==> src/rtl/fb_arb_pkg.sv <==
// Shared types and defaults for the LCD frame-buffer arbiter.
// Includes the burst-length clamp used by both frame counters.
package fb_arb_pkg;

    typedef enum logic [2:0] {
        ST_IDLE,
        ST_RD_CMD,
        ST_RD_WAIT,
        ST_WR_CMD,
        ST_WR_WAIT
    } arb_state_e;

    localparam int unsigned DEF_ADDR_W      = 22;
    localparam int unsigned DEF_FIFO_LW     = 10;
    localparam int unsigned DEF_LEN_W       = 9;
    localparam int unsigned DEF_FRAME_WORDS = 307200;
    localparam int unsigned DEF_BURST_LEN   = 256;
    localparam int unsigned DEF_BANK_OFFSET = 32'h0008_0000;
    localparam int unsigned DEF_RD_LOW_TH   = 256;
    localparam int unsigned DEF_MAX_RD_RUN  = 4;

    function automatic int unsigned burst_len_min(input int unsigned left,
                                                  input int unsigned max_len);
        return (left < max_len) ? left : max_len;
    endfunction

endpackage

==> src/rtl/fb_frame_counter.sv <==
// Word offset within one frame, plus the length of the next burst.
// A clear takes effect combinationally so a grant in the same cycle starts at offset 0.
module fb_frame_counter
    import fb_arb_pkg::*;
#(
    parameter int unsigned ADDR_W      = DEF_ADDR_W,
    parameter int unsigned LEN_W       = DEF_LEN_W,
    parameter int unsigned FRAME_WORDS = DEF_FRAME_WORDS,
    parameter int unsigned BURST_LEN   = DEF_BURST_LEN
) (
    input  logic              clk,
    input  logic              rst,
    input  logic              clr,
    input  logic              adv,
    input  logic [LEN_W-1:0]  adv_len,
    output logic [ADDR_W-1:0] off,
    output logic [LEN_W-1:0]  len_next,
    output logic              final_burst
);

    logic [ADDR_W-1:0] off_q;
    logic [ADDR_W-1:0] off_d;
    logic [ADDR_W-1:0] off_eff;
    logic [ADDR_W-1:0] left;

    always_comb begin
        off_d = off_q;
        if (clr) begin
            off_d = '0;
        end else if (adv) begin
            off_d = off_q + ADDR_W'(adv_len);
        end
    end

    always_ff @(posedge clk or posedge rst) begin
        if (rst) begin
            off_q <= '0;
        end else begin
            off_q <= off_d;
        end
    end

    assign off_eff     = clr ? '0 : off_q;
    assign left        = ADDR_W'(FRAME_WORDS) - off_eff;
    assign len_next    = LEN_W'(burst_len_min(32'(left), BURST_LEN));
    assign final_burst = (32'(left) <= BURST_LEN);
    assign off         = off_eff;

endmodule

==> src/rtl/lcd_fb_arbiter.sv <==
// Frame-buffer port arbiter: display reads vs camera writes with ping-pong banks.
//   state   | meaning
//   IDLE    | apply pending frame starts, arbitrate
//   RD_CMD  | read command presented, waiting for mem_ack
//   RD_WAIT | read burst accepted, waiting for mem_done
//   WR_CMD  | write command presented, waiting for mem_ack
//   WR_WAIT | write burst accepted, waiting for mem_done
module lcd_fb_arbiter
    import fb_arb_pkg::*;
#(
    parameter int unsigned ADDR_W      = DEF_ADDR_W,
    parameter int unsigned FIFO_LW     = DEF_FIFO_LW,
    parameter int unsigned LEN_W       = DEF_LEN_W,
    parameter int unsigned FRAME_WORDS = DEF_FRAME_WORDS,
    parameter int unsigned BURST_LEN   = DEF_BURST_LEN,
    parameter int unsigned BANK_OFFSET = DEF_BANK_OFFSET,
    parameter int unsigned RD_LOW_TH   = DEF_RD_LOW_TH,
    parameter int unsigned MAX_RD_RUN  = DEF_MAX_RD_RUN
) (
    input  logic               clk,
    input  logic               rst,
    input  logic               lcd_frame_start,
    input  logic [FIFO_LW-1:0] rd_fifo_level,
    input  logic               cam_frame_start,
    input  logic [FIFO_LW-1:0] wr_fifo_level,
    output logic               mem_req,
    output logic               mem_wr,
    output logic [ADDR_W-1:0]  mem_addr,
    output logic [LEN_W-1:0]   mem_len,
    input  logic               mem_ack,
    input  logic               mem_done,
    output logic               rd_bank,
    output logic               wr_bank,
    output logic               frame_drop,
    output logic               busy
);

    localparam int unsigned RUN_W = $clog2(MAX_RD_RUN + 1);

    arb_state_e        state_q, state_d;
    logic              lcd_pend_q, lcd_pend_d;
    logic              cam_pend_q, cam_pend_d;
    logic              rd_active_q, rd_active_d;
    logic              wr_active_q, wr_active_d;
    logic              last_done_bank_q, last_done_bank_d;
    logic              rd_bank_q, rd_bank_d;
    logic              wr_bank_q, wr_bank_d;
    logic [RUN_W-1:0]  rd_run_q, rd_run_d;
    logic              mem_req_q, mem_req_d;
    logic              mem_wr_q, mem_wr_d;
    logic [ADDR_W-1:0] mem_addr_q, mem_addr_d;
    logic [LEN_W-1:0]  mem_len_q, mem_len_d;
    logic              frame_drop_q, frame_drop_d;
    logic              busy_q, busy_d;

    logic              lcd_apply, cam_apply;
    logic              rd_bank_eff, wr_bank_eff;
    logic              rd_need, wr_need;
    logic              rd_cmplt, wr_cmplt;
    logic [ADDR_W-1:0] rd_off, wr_off;
    logic [LEN_W-1:0]  rd_len, wr_len;
    logic              rd_final, wr_final;

    function automatic logic [ADDR_W-1:0] bank_addr(input logic bank,
                                                    input logic [ADDR_W-1:0] off);
        return (bank ? ADDR_W'(BANK_OFFSET) : '0) + off;
    endfunction

    fb_frame_counter #(
        .ADDR_W(ADDR_W), .LEN_W(LEN_W), .FRAME_WORDS(FRAME_WORDS), .BURST_LEN(BURST_LEN)
    ) u_rd_cnt (
        .clk(clk), .rst(rst), .clr(lcd_apply), .adv(rd_cmplt), .adv_len(mem_len_q),
        .off(rd_off), .len_next(rd_len), .final_burst(rd_final)
    );

    fb_frame_counter #(
        .ADDR_W(ADDR_W), .LEN_W(LEN_W), .FRAME_WORDS(FRAME_WORDS), .BURST_LEN(BURST_LEN)
    ) u_wr_cnt (
        .clk(clk), .rst(rst), .clr(cam_apply), .adv(wr_cmplt), .adv_len(mem_len_q),
        .off(wr_off), .len_next(wr_len), .final_burst(wr_final)
    );

    // Frame starts land first so arbitration in the same cycle sees the new bank/offset.
    assign lcd_apply   = (state_q == ST_IDLE) && lcd_pend_q;
    assign cam_apply   = (state_q == ST_IDLE) && cam_pend_q;
    assign rd_bank_eff = lcd_apply ? last_done_bank_q : rd_bank_q;
    assign wr_bank_eff = (cam_apply && !wr_active_q) ? ~rd_bank_eff : wr_bank_q;
    assign rd_need     = (lcd_apply || rd_active_q) && (32'(rd_fifo_level) < RD_LOW_TH);
    assign wr_need     = (cam_apply || wr_active_q) && (32'(wr_fifo_level) >= 32'(wr_len));
    assign rd_cmplt    = mem_done && ((state_q == ST_RD_WAIT) || (state_q == ST_RD_CMD && mem_ack));
    assign wr_cmplt    = mem_done && ((state_q == ST_WR_WAIT) || (state_q == ST_WR_CMD && mem_ack));

    always_comb begin
        state_d          = state_q;
        lcd_pend_d       = lcd_frame_start || (lcd_pend_q && !lcd_apply);
        cam_pend_d       = cam_frame_start || (cam_pend_q && !cam_apply);
        rd_active_d      = rd_active_q;
        wr_active_d      = wr_active_q;
        last_done_bank_d = last_done_bank_q;
        rd_bank_d        = rd_bank_eff;
        wr_bank_d        = wr_bank_eff;
        rd_run_d         = rd_run_q;
        mem_req_d        = mem_req_q;
        mem_wr_d         = mem_wr_q;
        mem_addr_d       = mem_addr_q;
        mem_len_d        = mem_len_q;
        frame_drop_d     = 1'b0;

        if (lcd_apply) rd_active_d = 1'b1;
        if (cam_apply) begin
            frame_drop_d = wr_active_q;
            wr_active_d  = 1'b1;
        end

        case (state_q)
            ST_IDLE: begin
                if (wr_need && (!rd_need || rd_run_q == RUN_W'(MAX_RD_RUN))) begin
                    state_d    = ST_WR_CMD;
                    mem_req_d  = 1'b1;
                    mem_wr_d   = 1'b1;
                    mem_addr_d = bank_addr(wr_bank_eff, wr_off);
                    mem_len_d  = wr_len;
                    rd_run_d   = '0;
                end else if (rd_need) begin
                    state_d    = ST_RD_CMD;
                    mem_req_d  = 1'b1;
                    mem_wr_d   = 1'b0;
                    mem_addr_d = bank_addr(rd_bank_eff, rd_off);
                    mem_len_d  = rd_len;
                    rd_run_d   = wr_need ? rd_run_q + 1'b1 : '0;
                end else begin
                    rd_run_d   = '0;
                end
            end
            ST_RD_CMD, ST_WR_CMD: begin
                if (mem_ack) begin
                    mem_req_d = 1'b0;
                    if (mem_done)                 state_d = ST_IDLE;
                    else if (state_q == ST_RD_CMD) state_d = ST_RD_WAIT;
                    else                          state_d = ST_WR_WAIT;
                end
            end
            ST_RD_WAIT, ST_WR_WAIT: begin
                if (mem_done) state_d = ST_IDLE;
            end
            default: state_d = ST_IDLE;
        endcase

        if (rd_cmplt && rd_final) rd_active_d = 1'b0;
        if (wr_cmplt && wr_final) begin
            wr_active_d      = 1'b0;
            last_done_bank_d = wr_bank_q;
        end

        busy_d = (state_d != ST_IDLE);
    end

    always_ff @(posedge clk or posedge rst) begin
        if (rst) begin
            state_q          <= ST_IDLE;
            lcd_pend_q       <= 1'b0;
            cam_pend_q       <= 1'b0;
            rd_active_q      <= 1'b0;
            wr_active_q      <= 1'b0;
            last_done_bank_q <= 1'b0;
            rd_bank_q        <= 1'b0;
            wr_bank_q        <= 1'b1;
            rd_run_q         <= '0;
            mem_req_q        <= 1'b0;
            mem_wr_q         <= 1'b0;
            mem_addr_q       <= '0;
            mem_len_q        <= '0;
            frame_drop_q     <= 1'b0;
            busy_q           <= 1'b0;
        end else begin
            state_q          <= state_d;
            lcd_pend_q       <= lcd_pend_d;
            cam_pend_q       <= cam_pend_d;
            rd_active_q      <= rd_active_d;
            wr_active_q      <= wr_active_d;
            last_done_bank_q <= last_done_bank_d;
            rd_bank_q        <= rd_bank_d;
            wr_bank_q        <= wr_bank_d;
            rd_run_q         <= rd_run_d;
            mem_req_q        <= mem_req_d;
            mem_wr_q         <= mem_wr_d;
            mem_addr_q       <= mem_addr_d;
            mem_len_q        <= mem_len_d;
            frame_drop_q     <= frame_drop_d;
            busy_q           <= busy_d;
        end
    end

    assign mem_req    = mem_req_q;
    assign mem_wr     = mem_wr_q;
    assign mem_addr   = mem_addr_q;
    assign mem_len    = mem_len_q;
    assign rd_bank    = rd_bank_q;
    assign wr_bank    = wr_bank_q;
    assign frame_drop = frame_drop_q;
    assign busy       = busy_q;

endmodule
==> config.mk <==
export PLATFORM = sky130hd
export DESIGN_NAME = lcd_fb_arbiter
export DESIGN_NICKNAME = d
export VERILOG_FILES = /design/src/rtl/fb_arb_pkg.sv /design/src/rtl/fb_frame_counter.sv /design/src/rtl/lcd_fb_arbiter.sv
export SDC_FILE = /design/constraint.sdc
export NUM_CORES = 1
export LEC_CHECK = 0
export ABC_CLOCK_PERIOD_IN_PS = 9800
export CAP_MARGIN = 10
export CORE_MARGIN = 5
export CORE_UTILIZATION = 55
export DETAILED_ROUTE_END_ITERATION = 10
export DONT_BUFFER_PORTS = 1
export GPL_TIMING_DRIVEN = 1
export PLACE_DENSITY = 0.7
export SYNTH_ARGS = -nofsm -noshare
export SYNTH_HDL_FRONTEND = slang
export SYNTH_HIERARCHICAL = 1
export SYNTH_SLANG_ARGS = --single-unit
==> constraint.sdc <==
create_clock -name clk -period 9.8 [get_ports clk]
set_input_delay 2.94 -clock clk [delete_from_list [all_inputs] [get_ports clk]]
set_output_delay 2.94 -clock clk [all_outputs]
set_load 0.01 [all_outputs]
* Yosys cells after proc, flatten, opt, wreduce, memory -nomap -nowiden *
Index checks and enable logic that the tools add are counted.

cells by class
  $add $sub $neg = 7
  magnitude comparators = 6
  eq/ne operators = 7
  multiplexer cells = 37
  bitwise operators = 1
  reduce and logical (&&, ||, !) cells = 37

operator list
  kind                    count
  $mux 22                 8
  $add 20x22->22          2
  $add 22x9->22           2
  $le 22x9->1 const B     2
  $lt 22x9->1 const B     2
  $sub 19x22->22 const A  2
  $mux 20                 2
  $mux 9                  4
  $mux 3                  9
  $logic_and 1x1->1       14
  $mux 1                  12
  $reduce_bool 2->1       6
  $ge 10x9->1             1
  $lt 10x9->1 const B     1
  $pmux 3 s3              1
  $logic_or 1x1->1        7
  $eq 3x2->1 const B      2
  $eq 3x3->1 const B      2
  $logic_not 1->1         4
  $reduce_or 2->1         2
  $add 3x1->3 const B     1
  $eq 3x1->1 const B      1
  $logic_not 3->1         1
  $ne 3x2->1 const B      1
  other kinds (6)         6

word-level totals
  flip-flop bits (word level) = 92
  bits of input ports = 26
  output and inout port bits = 37
  logic and storage cells = 112

* Logic depth before layout (Yosys ltp) *
  depth after elaboration = 12
  gate-level depth with buffers = 24
  mapped depth without buffers = 19

* Hierarchy *
Netlist, hierarchy kept.

by module, submodules not included
  module                        instances  cells an instance  area an instance (um2)  seq. area each (um2)
  lcd_fb_arbiter                1          291                2810.2                  1202.4
  fb_frame_counter at u_rd_cnt  1          299                2332.2                  550.5
  fb_frame_counter at u_wr_cnt  1          278                2308.5                  550.5

* Worst setup path after synthesis *
Ideal clock, no wire load.

  path type = reg-to-reg
  from = reg state_q[2]
  to = reg mem_addr_q[12] (netlist: mem_addr[12])
  library setup time = 0.125 ns
  arrival = 5.524 ns
  data required time = 9.675 ns
  path slack = 4.152 ns
  stages on the path, launching flop included = 25
  buffers on the path = 5
  clock period less this slack = 5.648 ns
  path through = dfrtp_1 -> buf_2 -> or4b_4 -> inv_1 -> buf_4 -> clkbuf_1 -> nor2b_1 -> inv_1 -> ha_1 -> nor3b_1 -> o221ai_1 -> nor4_2 -> nand4_1 -> or4_1 -> buf_6 -> nor3_1 -> inv_1 -> ha_1 -> nand4_1 -> or2_2 -> o21bai_1 -> o21ai_4 -> a21oi_4 -> buf_6 -> mux2_2

between the ends
  longest elaborated chain between the ends = 11
  elaborated cells on any way between the ends = 22

ends and longest elaborated chain
  element                      line                    RTL
  start: declaration           lcd_fb_arbiter.sv:40    arb_state_e state_q, state_d;
  start signal: assignment     lcd_fb_arbiter.sv:176   state_q <= state_d;
  $logic_not 3->1 (*)          lcd_fb_arbiter.sv:85    assign cam_apply = (state_q == ST_IDLE) && cam_pend_q;
  $logic_and 1x1->1 (*)        lcd_fb_arbiter.sv:85
  net cam_apply                lcd_fb_arbiter.sv:56    logic lcd_apply, cam_apply;
  $mux 22 (*)                  fb_frame_counter.sv:43  assign off_eff = clr ? '0 : off_q;
  net wr_off[0]                lcd_fb_arbiter.sv:60    logic [ADDR_W-1:0] rd_off, wr_off;
  $sub 19x22->22 (*)           fb_frame_counter.sv:44  assign left = ADDR_W'(FRAME_WORDS) - off_eff;
  $lt 22x9->1                  fb_arb_pkg.sv:24        return (left < max_len) ? left : max_len;
  $mux 9 (*)                   fb_arb_pkg.sv:24
  net wr_len[5]                lcd_fb_arbiter.sv:61    logic [LEN_W-1:0] rd_len, wr_len;
  $ge 10x9->1 (*)              lcd_fb_arbiter.sv:89    assign wr_need = (cam_apply || wr_active_q) && (32'(wr_fifo_level) >= 32'(wr_len));
  $logic_and 1x1->1 (*)        lcd_fb_arbiter.sv:89
  $logic_and 1x1->1 (*)        lcd_fb_arbiter.sv:117   if (wr_need && (!rd_need || rd_run_q == RUN_W'(MAX_RD_RUN))) begin
  $reduce_bool 2->1 (no line)  --
  $reduce_and 2->1 (no line)   --
  end signal: assignment       lcd_fb_arbiter.sv:187   mem_addr_q <= mem_addr_d;
  end: declaration             lcd_fb_arbiter.sv:51    logic [ADDR_W-1:0] mem_addr_q, mem_addr_d;

The timed path passes the listed nets; every way through them passes the cells marked *. The select of a mux whose other input is x is not followed.
A chain may end at the register's enable or synchronous reset.

* Final worst setup path *
  from = reg state_q[2]
  to = reg mem_addr_q[4] (netlist: mem_addr[4])

The elaborated chain is that of the path after synthesis.

==> flow_metrics.env <==
export IMPL_run_status="finished clean"
export IMPL_route_vias_total=6254
export IMPL_worst_slew_pin_slew_ns=1.11
export IMPL_period_minus_slack_ns=7.35
export IMPL_ys_warn_count=6
export IMPL_yosys_cell_types_count=93
export IMPL_coreArea_um2=13200
export IMPL_end_kind="register"
export IMPL_ys_ff_latch=92
export IMPL_r2r_slack_ns=2.45
export IMPL_clockRootBuffer="clkbuf_16"
export IMPL_synth_top_area_share_pct=30.6
export IMPL_area_delta_synth_final_pct=3.69
export IMPL_crit_path_max_fanout=50
export IMPL_ys_flop_type="dfrtp_1"
export IMPL_synthCells=868
export IMPL_irDropWorstVdd_v=0.000115
export IMPL_crit_arrival_ns=7.58
export IMPL_seq_area_um2=2300
export IMPL_numCtsBuffers=9
export IMPL_drt_antenna_violating_nets=0
export IMPL_wl_per_cell_um=19.0
export IMPL_synth_nets=931
export IMPL_synth_common_cells="nand2_1, nor2_1, dfrtp_1, inv_1, mux2_2"
export IMPL_io_pins=63
export IMPL_wl_mm=19.2
export IMPL_layout_drive_gt1_share_pct=13.1
export IMPL_slew_viol_final=0
export IMPL_cts_resized=0
export IMPL_netlist_area_um2=7450
export IMPL_fin_ws_ns=2.45
export IMPL_setup_violations=0
export IMPL_htreeDepth=3
export IMPL_antennaDiodeCount=0
export IMPL_synthTopCellsByArea="dfrtp_1, ha_1, mux2_2"
export IMPL_gp_congestion=0.880
export IMPL_hold_buffers=0
export IMPL_die_w_um=126
export IMPL_reg2reg_to="mem_addr[4]"
export IMPL_required_ns=10.03
export IMPL_power_density_nw_per_um2=175
export IMPL_layout_nets=893
export IMPL_rsz0062_at_grt="no"
export IMPL_maxCapViolations=0
export IMPL_grt_first_pass_wirelength_mm=31.7
export IMPL_grt_max_degree=61
export IMPL_multi_input_area_um2=4690
export IMPL_synth_edff_count=0
export IMPL_cts_setup_buffers=0
export IMPL_clk_latency_ns=0.35
export IMPL_worstSetupStartpoint="state_q[2]"
export IMPL_worstSetupPathType="register to register"
export IMPL_clk_pin_slew_ns=0.07
export IMPL_async_reset_ff_share_pct=100
export IMPL_drt_initial_drc_count=420
export IMPL_place_worst_setup_slack_ns=2.51
export IMPL_synth_yosys_seq_area_share_pct=30.9
export IMPL_clock_skew_ns=0.00552
export IMPL_regToRegStartpoint="state_q[2]"
export IMPL_hold_viol=0
export IMPL_relSlewSlack_pct=26.1
export IMPL_synth_most_common_cell="nand2_1"
export IMPL_clkSinkCount=92
export IMPL_fin_crit_sh_pct=75.0
export IMPL_fmax_mhz=136
export IMPL_dr_pass1_iters=5
export IMPL_holdWs_ns=0.493
export IMPL_reg2reg_depth=20
export IMPL_gr_total_overflow=0
export IMPL_die_area_um2=16000
export IMPL_endpoint="mem_addr[4]"
export IMPL_syn_avg_cell_area_um2=8.58
export IMPL_setup_tns_ns=0
export IMPL_portBuffers=0
export IMPL_min_path_type="register to register"
export IMPL_initial_core_util_pct=56.3
export IMPL_tritoncts="yes"
export IMPL_drc=0
export IMPL_viasPerCell=6.19
export IMPL_grt_antenna_before_repair=0
export IMPL_grt_pass1_vias=6237
export IMPL_clock_path_buffers=2
export IMPL_synth_largest_area_cell="dfrtp_1"
export IMPL_leakage_nw=3.38
export IMPL_die_h_um=126
export IMPL_place_hpwl_mm=14.4
export IMPL_num_fill_cells=1193
export IMPL_start_kind="register"
export IMPL_grtUsageTotal_pct=24.4
export IMPL_num_rows=42
worst min-delay path by stage:
| stage | slack, ns | to | cells after the start | startpoint |
|---|---|---|---|---|
| CTS | 0.50 | lcd_pend_q | 1 | lcd_pend_q |
| floorplan | 0.45 | lcd_pend_q | 1 | lcd_pend_q |
| detailed placement | 0.48 | lcd_pend_q | 1 | lcd_pend_q |
| global route | 0.52 | lcd_pend_q | 1 | lcd_pend_q |
| global placement | 0.46 | lcd_pend_q | 1 | lcd_pend_q |
| finish | 0.49 | lcd_pend_q | 1 | lcd_pend_q |
metrics by stage:
| step | cells | power, W | cell area (um^2) | util (%) |
|---|---|---|---|---|
| 6_report | 1011 | 0.00135 | 7730 | 58.3 |
| 5_1_grt | 1011 | 0.00144 | 7730 | 58.3 |
| 4_1_cts | 1011 | 0.00136 | 7730 | 58.3 |
| 3_5_place_dp | 995 | 0.000979 | 7410 | 56.0 |
| 3_3_place_gp | 995 | 0.000958 | 7410 | 56.0 |
| 2_1_floorplan | 868 | 0.000889 | 7450 | - |
layout make-up:
class                           count  area share, %
Multi-Input combinational cell    679           60.7
Sequential cell                    92           29.8
Clock buffer                        9           2.91
Tap cell                          176           2.85
Inverter                           43           2.09
Clock inverter                      7           1.18
Timing Repair Buffer                5          0.486
logic make-up (layout without fill, tap and decap cells):
logic type / after synthesis / after routing / synth area share [%]
buffers and inverters: 97 / 64 / 6.25
adders and majority gates: 37 / 37 / 6.41
xor gates and xnor gates: 49 / 49 / 5.76
and+or+nand+nor: 371 / 371 / 26.6
muxes: 61 / 61 / 8.87
DFF: 92 / 92 / 30.9
AOI/OAI and AO/OA: 161 / 161 / 15.1
power by group:
part,switching [W],total (W),internal (W)
sequential,0.0000599,0.000473,0.000414
combinational,0.000315,0.000504,0.000189
clock,0.000155,0.000377,0.000223
metal layers:
layer / vias up / share of wire, % / GRT usage (%)
met3: 45 / 6.8 / 6.14
met1: 3044 / 45 / 32.5
li1: 2988 / - / -
met5: - / 0 / 0
met4: 0 / 3.4 / 10.2
met2: 177 / 45 / 38.0
cell usage in the layout (no fill, tap or decap), drive strengths merged, types with 19 or more instances in the layout:
master	instances
mux2	40
ha	35
a21oi	28
nor2b	32
nor3	25
nor2	97
nand3	19
o21ai	26
o22ai	37
inv	43
xnor2	31
nand2	99
mux2i	21
dfrtp	91
critical path, cell delays in order (launching register included):
cell      delay [ns]
dfrtp_1         0.53
or4b_4          0.64
inv_1           0.08
buf_4           0.42
nor2b_1         0.16
inv_1           0.11
ha_1            0.30
nor3b_1         0.44
o221ai_1        0.22
nor4_2          0.31
nand4_1         0.12
or4_1           0.70
nor3_1          0.42
inv_1           0.08
ha_1            0.30
nand3_1         0.14
or2_2           0.30
o21bai_1        0.25
o21ai_4         0.29
a21oi_4         0.95
mux2_2          0.43
registers in the layout, summed over array words and instances, names as in the netlist:
register	flops
rd_active_q	1
rd_bank	1
rd_run_q	3
state_q	3
frame_drop	1
mem_len	9
mem_addr	22
wr_active_q	1
u_wr_cnt/off_q	22
cam_pend_q	1
mem_wr	1
lcd_pend_q	1
last_done_bank_q	1
busy	1
u_rd_cnt/off_q	22
wr_bank	1
mem_req	1
No activity file was read; power rests on OpenSTA's default activity.
==> variant 1: new RTL, same flow settings <==
The 5 states of `arb_state_e` get a Gray code encoding in 3 bits.
--- a/src/rtl/fb_arb_pkg.sv
+++ b/src/rtl/fb_arb_pkg.sv
@@ -3,11 +3,11 @@
 package fb_arb_pkg;
 
     typedef enum logic [2:0] {
-        ST_IDLE,
-        ST_RD_CMD,
-        ST_RD_WAIT,
-        ST_WR_CMD,
-        ST_WR_WAIT
+        ST_IDLE    = 3'b000,
+        ST_RD_CMD  = 3'b001,
+        ST_RD_WAIT = 3'b011,
+        ST_WR_CMD  = 3'b010,
+        ST_WR_WAIT = 3'b110
     } arb_state_e;
 
     localparam int unsigned DEF_ADDR_W      = 22;
Formal check against the unedited RTL: same outputs for any inputs over 4 cycles, from zero or initial values and one cycle with rst high; so few cycles prove little.
==> variant 1 against the original RTL <==
  * Sequential cell count stayed put
  * Synthesized area is 2.6% higher
  * Worst setup slack better by 1.2 ns
  * Cell count is 4.3% higher
  * Non-clock buffer count is 4 higher
  * Die area is 2.4% higher
  * Global-route usage is 0.12 points lower
  * Utilization is 1.0 points lower
  * Clock power is 5% lower
  * Wire length is 0.63% higher
  * Sequential power is 1% lower
  * Design area is 2.1% higher
  * Power is 0.96% lower
  * Critical path type unchanged
  * Largest power group unchanged
==> variant 1: results (changes against the original RTL) <==
status -> complete, no violations
M1 GR Usage -> 34.3% (+1.8 points)
first-pass GRT wire length -> 31700 µm (-0.11%)
normalized max-slew margin -> 21.6% (-4.5 points)
Adder-Cell Fraction of Synth Area -> 6.25% (-0.16 points)
fraction of the mapped netlist area in compound gates -> 18.9% (+3.7 points)
Synth Area in XOR/XNOR -> 5.73% (-0.032 points)
commonest cells in the netlist -> nor2_1 (97), dfrtp_1 (91), inv_1 (75), a21oi_1 (58), o21ai_0 (55)
vias in the first global route -> 6032 (-3.3%)
sequential area share after synthesis -> 30.1% (-0.79 points)
met3 usage -> 6.33% (+0.20 points)
initial drt markers -> 553 (+32%)
Reg clk slew, reported paths -> 0.08 ns
layout cells sized above 1 -> 9.50% (-3.6 points)
post-synthesis cell type count -> 91 (-2.2%)
total global-route track usage -> 24.3% (-0.12 points)
placed insts -> 1038 (+4.3%)
Peak supply drop -> 109 µV (-5.5%)
Avg WL per Cell -> 18.3 µm (-3.5%)
via count -> 6459 (+3.3%)
Num CTS Buffers -> 9 (unchanged)
skew final -> 0.00902 ns (+0.00350 ns)
routability cong. -> 0.991 (+13%)
asr flop ratio synth -> 100% (unchanged)
filler cell count -> 1321 (+11%)
Max FO, Critical Path -> 51 (+2.0%)
Synth area leaders -> dfrtp_1 (30%), mux2i_1 (6.5%), ha_1 (5.7%), nor2_1 (4.8%), a21oi_1 (3.8%)
largest net degree at the start of global routing -> 58 (-4.9%)
mux cell area share after synthesis -> 7.87% (-1.0 points)
syn nets -> 971 (+4.3%)
cell count after synthesis -> 908 (+4.6%)
Post-layout nets -> 932 (+4.4%)
post-DP HPWL -> 14300 µm (-0.44%)
met2 usage in global routing -> 36.1% (-1.9 points)
Lkg Pwr -> 3.38 nW (about the same)
Layout Cells excl Fill -> 1054 (+4.3%)
[variant 1: changes by cell type in the layout (fill, tap and decap cells not counted), sizes merged, moves of 3 or more]
cell | before | now
a22o | 4 | 1
buf | 5 | 9
mux2i | 21 | 50
o21ai | 26 | 59
a31oi | 4 | 34
mux2 | 40 | 9
inv | 43 | 81
nand2 | 99 | 35
a21oi | 28 | 59
o22ai | 37 | 7
[variant 1: cell families after synthesis]
kind of cell / count (synthesis)
buf+inv: 136
flops: 92
compound gates: 226
fa+ha+maj: 37
simple gates: 308
mux: 59
xor+xnor: 50
[variant 1: power breakdown]
part | internal (W) | leakage (nW) | switching (W)
Clock | 0.000182 | 0.146 | 0.000178
Sequential | 0.000413 | 1.24 | 0.0000544
Combinational | 0.000194 | 1.99 | 0.000320
[variant 1: per-stage QoR]
step	worst slack (ns)	instance area, µm²	power [W]	hold slack, ns
global route	3.05	7890	0.00143	0.513
finish	3.61	7890	0.00134	0.484
floorplan	4.70	7650	0.000910	0.441
global placement	3.86	7590	0.000979	0.458
CTS	3.74	7890	0.00135	0.488
detailed placement	3.78	7590	0.000985	0.464
[variant 1: path summary, 6_finish.rpt]
path                            start           endpoint  slack, ns  cells after the start
setup / recovery           state_q[2]       mem_addr[13]       3.61                     16
hold / removal             lcd_pend_q         lcd_pend_q       0.48                      1
setup reg to reg           state_q[2]       mem_addr[13]       3.61                     16
hold reg to reg            lcd_pend_q         lcd_pend_q       0.48                      1
max in group asynchronous         rst       mem_addr[17]       6.46                      1
min in group asynchronous         rst  u_wr_cnt/off_q[1]       2.66                      1
[variant 1: area by class of cell]
cell class | instances | area, µm² | area share, %
multi-input cells | 680 | 4700 | 59.6
repair buffers | 9 | 67.6 | 0.856
flip-flops and latches | 92 | 2300 | 29.2
clock inverters | 7 | 77.6 | 0.983
well taps | 180 | 225 | 2.85
inverters | 77 | 289 | 3.66
clock buffers | 9 | 225 | 2.85
[variant 1: critical path, cell delays in order (launching register included)]
cell and delay, ns:
dfrtp_1 0.45, nor3_1 0.45, nand2_1 0.21, inv_2 0.14, buf_4 0.44, o211ai_1 0.28
a2111oi_0 0.55, mux2_2 0.38, or4_1 0.60, nor3_1 0.34, inv_1 0.08, ha_1 0.31
nand4_1 0.18, o21bai_2 0.91, a21oi_1 0.27, a31oi_1 0.30, mux2i_1 0.12
[variant 1: routing by layer]
layer | vias to the layer above | part of all wire, %
met5 | - | 0
met4 | 0 | 2.6
li1 | 3131 | -
met2 | 177 | 44
met1 | 3121 | 46
met3 | 30 | 7.1
==> variant 2: new RTL, same settings <==
Without the edit above. The package constant `DEF_LEN_W` goes from 9 to 18.
--- a/src/rtl/fb_arb_pkg.sv
+++ b/src/rtl/fb_arb_pkg.sv
@@ -12,7 +12,7 @@
 
     localparam int unsigned DEF_ADDR_W      = 22;
     localparam int unsigned DEF_FIFO_LW     = 10;
-    localparam int unsigned DEF_LEN_W       = 9;
+    localparam int unsigned DEF_LEN_W       = 18;
     localparam int unsigned DEF_FRAME_WORDS = 307200;
     localparam int unsigned DEF_BURST_LEN   = 256;
     localparam int unsigned DEF_BANK_OFFSET = 32'h0008_0000;
Interface: changed (resized mem_len); port bits go from 63 to 72. No check against the original RTL was run, so the function may have changed too.
==> variant 2 against the original RTL <==
  * Synthesized area rose by 20%
  * Combinational power rose by 9.7%
  * Worst setup slack got worse by 0.34 ns
  * Wire length rose by 23%
  * Design area rose by 20%
  * First-iteration DRC count rose by 43%
  * Sequential cell count rose by 9
  * Fmax fell by 4.4%
  * Power rose by 13%
  * Utilization fell by 0.094 points
  * Largest power group is now registers
==> variant 2: results (changes against the original RTL) <==
status -> complete, no violations
fraction of the mapped netlist area in compound gates -> 19.0% (+3.8 points)
normalized max-slew margin -> 28.4% (+2.3 points)
Avg WL per Cell -> 19.9 µm (+4.6%)
Lkg Pwr -> 4.30 nW (+27%)
pre-CTS setup slack -> 2.20 ns (-0.308 ns)
Worst R2R Setup Slack -> 2.12 ns (-0.34 ns)
first-pass GRT wire length -> 38100 µm (+20%)
Reg-to-Reg End -> mem_addr[16]
Peak supply drop -> 88.2 µV (-23%)
Slowest cell on crit path -> a2111o_1
Post-layout nets -> 1054 (+18%)
via count -> 7457 (+19%)
sequential area share after synthesis -> 28.2% (-2.7 points)
Data arrival, critical path -> 7.93 ns (+0.35 ns)
initial drt markers -> 601 (+43%)
post-DP HPWL -> 17800 µm (+24%)
post-synthesis cell type count -> 102 (+9.7%)
skew final -> 0.0125 ns (+0.00698 ns)
Synth area leaders -> dfrtp_1 (28%), ha_1 (7.5%), mux2_4 (5.9%), mux2_2 (4.4%), a21oi_1 (3.3%)
layout cells sized above 1 -> 14.5% (+1.5 points)
Max FO, Critical Path -> 49 (-2.0%)
vias in the first global route -> 7094 (+14%)
n_diodes -> 0 (unchanged)
routability cong. -> 0.936 (+6.4%)
mux cell area share after synthesis -> 13.2% (+4.3 points)
largest net degree at the start of global routing -> 57 (-6.6%)
Adder-Cell Fraction of Synth Area -> 7.98% (+1.6 points)
crit-path max cell delay -> 0.64 ns (-0.31 ns)
total core area -> 0.0159 mm² (+20%)
==> variant 2: layer usage <==
layer | up-vias | routed length [µm] | track usage, %
li1 | 3549 | - | -
met1 | 3598 | 10800 | 35.7
met2 | 257 | 10400 | 39.5
met3 | 53 | 1700 | 5.19
met4 | 0 | 814 | 10.4
met5 | - | 0 | 0
==> variant 2: final cells by class <==
| class | count | area, µm² |
|---|---|---|
| inverter | 68 | 255 |
| timing repair buffer | 7 | 52.6 |
| sequential | 101 | 2530 |
| clock buffer | 9 | 225 |
| fill | 1501 | 6660 |
| clock inverter | 7 | 98.8 |
| multi-input combinational | 785 | 5860 |
| tap | 216 | 270 |
==> variant 2: where the power goes <==
part,switching [W],total (W),internal [W]
registers,0.000112,0.000580,0.000468
clock network,0.000172,0.000398,0.000225
logic,0.000325,0.000553,0.000228
==> variant 2: critical path: cells and delay by family (launching register included) <==
family	cells	cell delay, ns
AOI/OAI and AO/OA	7	2.42
adders and majority gates	2	0.58
buffers and inverters	4	1.55
DFF	1	0.50
muxes	2	0.65
and+or+nand+nor	6	1.84
==> variant 2: how the worst max path moves through the flow <==
stage	from	endpoint	slack (ns)	cells past startpoint
global placement	state_q[2]	mem_addr[16]	2.22	21
global route	state_q[2]	mem_addr[16]	1.73	21
floorplan	state_q[2]	mem_addr[0]	4.00	25
CTS	state_q[2]	mem_addr[16]	2.16	21
detailed placement	state_q[2]	mem_addr[16]	2.20	21
finish	state_q[2]	mem_addr[16]	2.12	21
==> variant 2: stage by stage <==
step | cells | utilization [%] | area (µm²)
2_1_floorplan | 1009 | - | 9030
3_3_place_gp | 1177 | 56.2 | 8960
3_5_place_dp | 1177 | 56.2 | 8960
4_1_cts | 1193 | 58.2 | 9290
5_1_grt | 1193 | 58.2 | 9290
6_report | 1193 | 58.2 | 9290
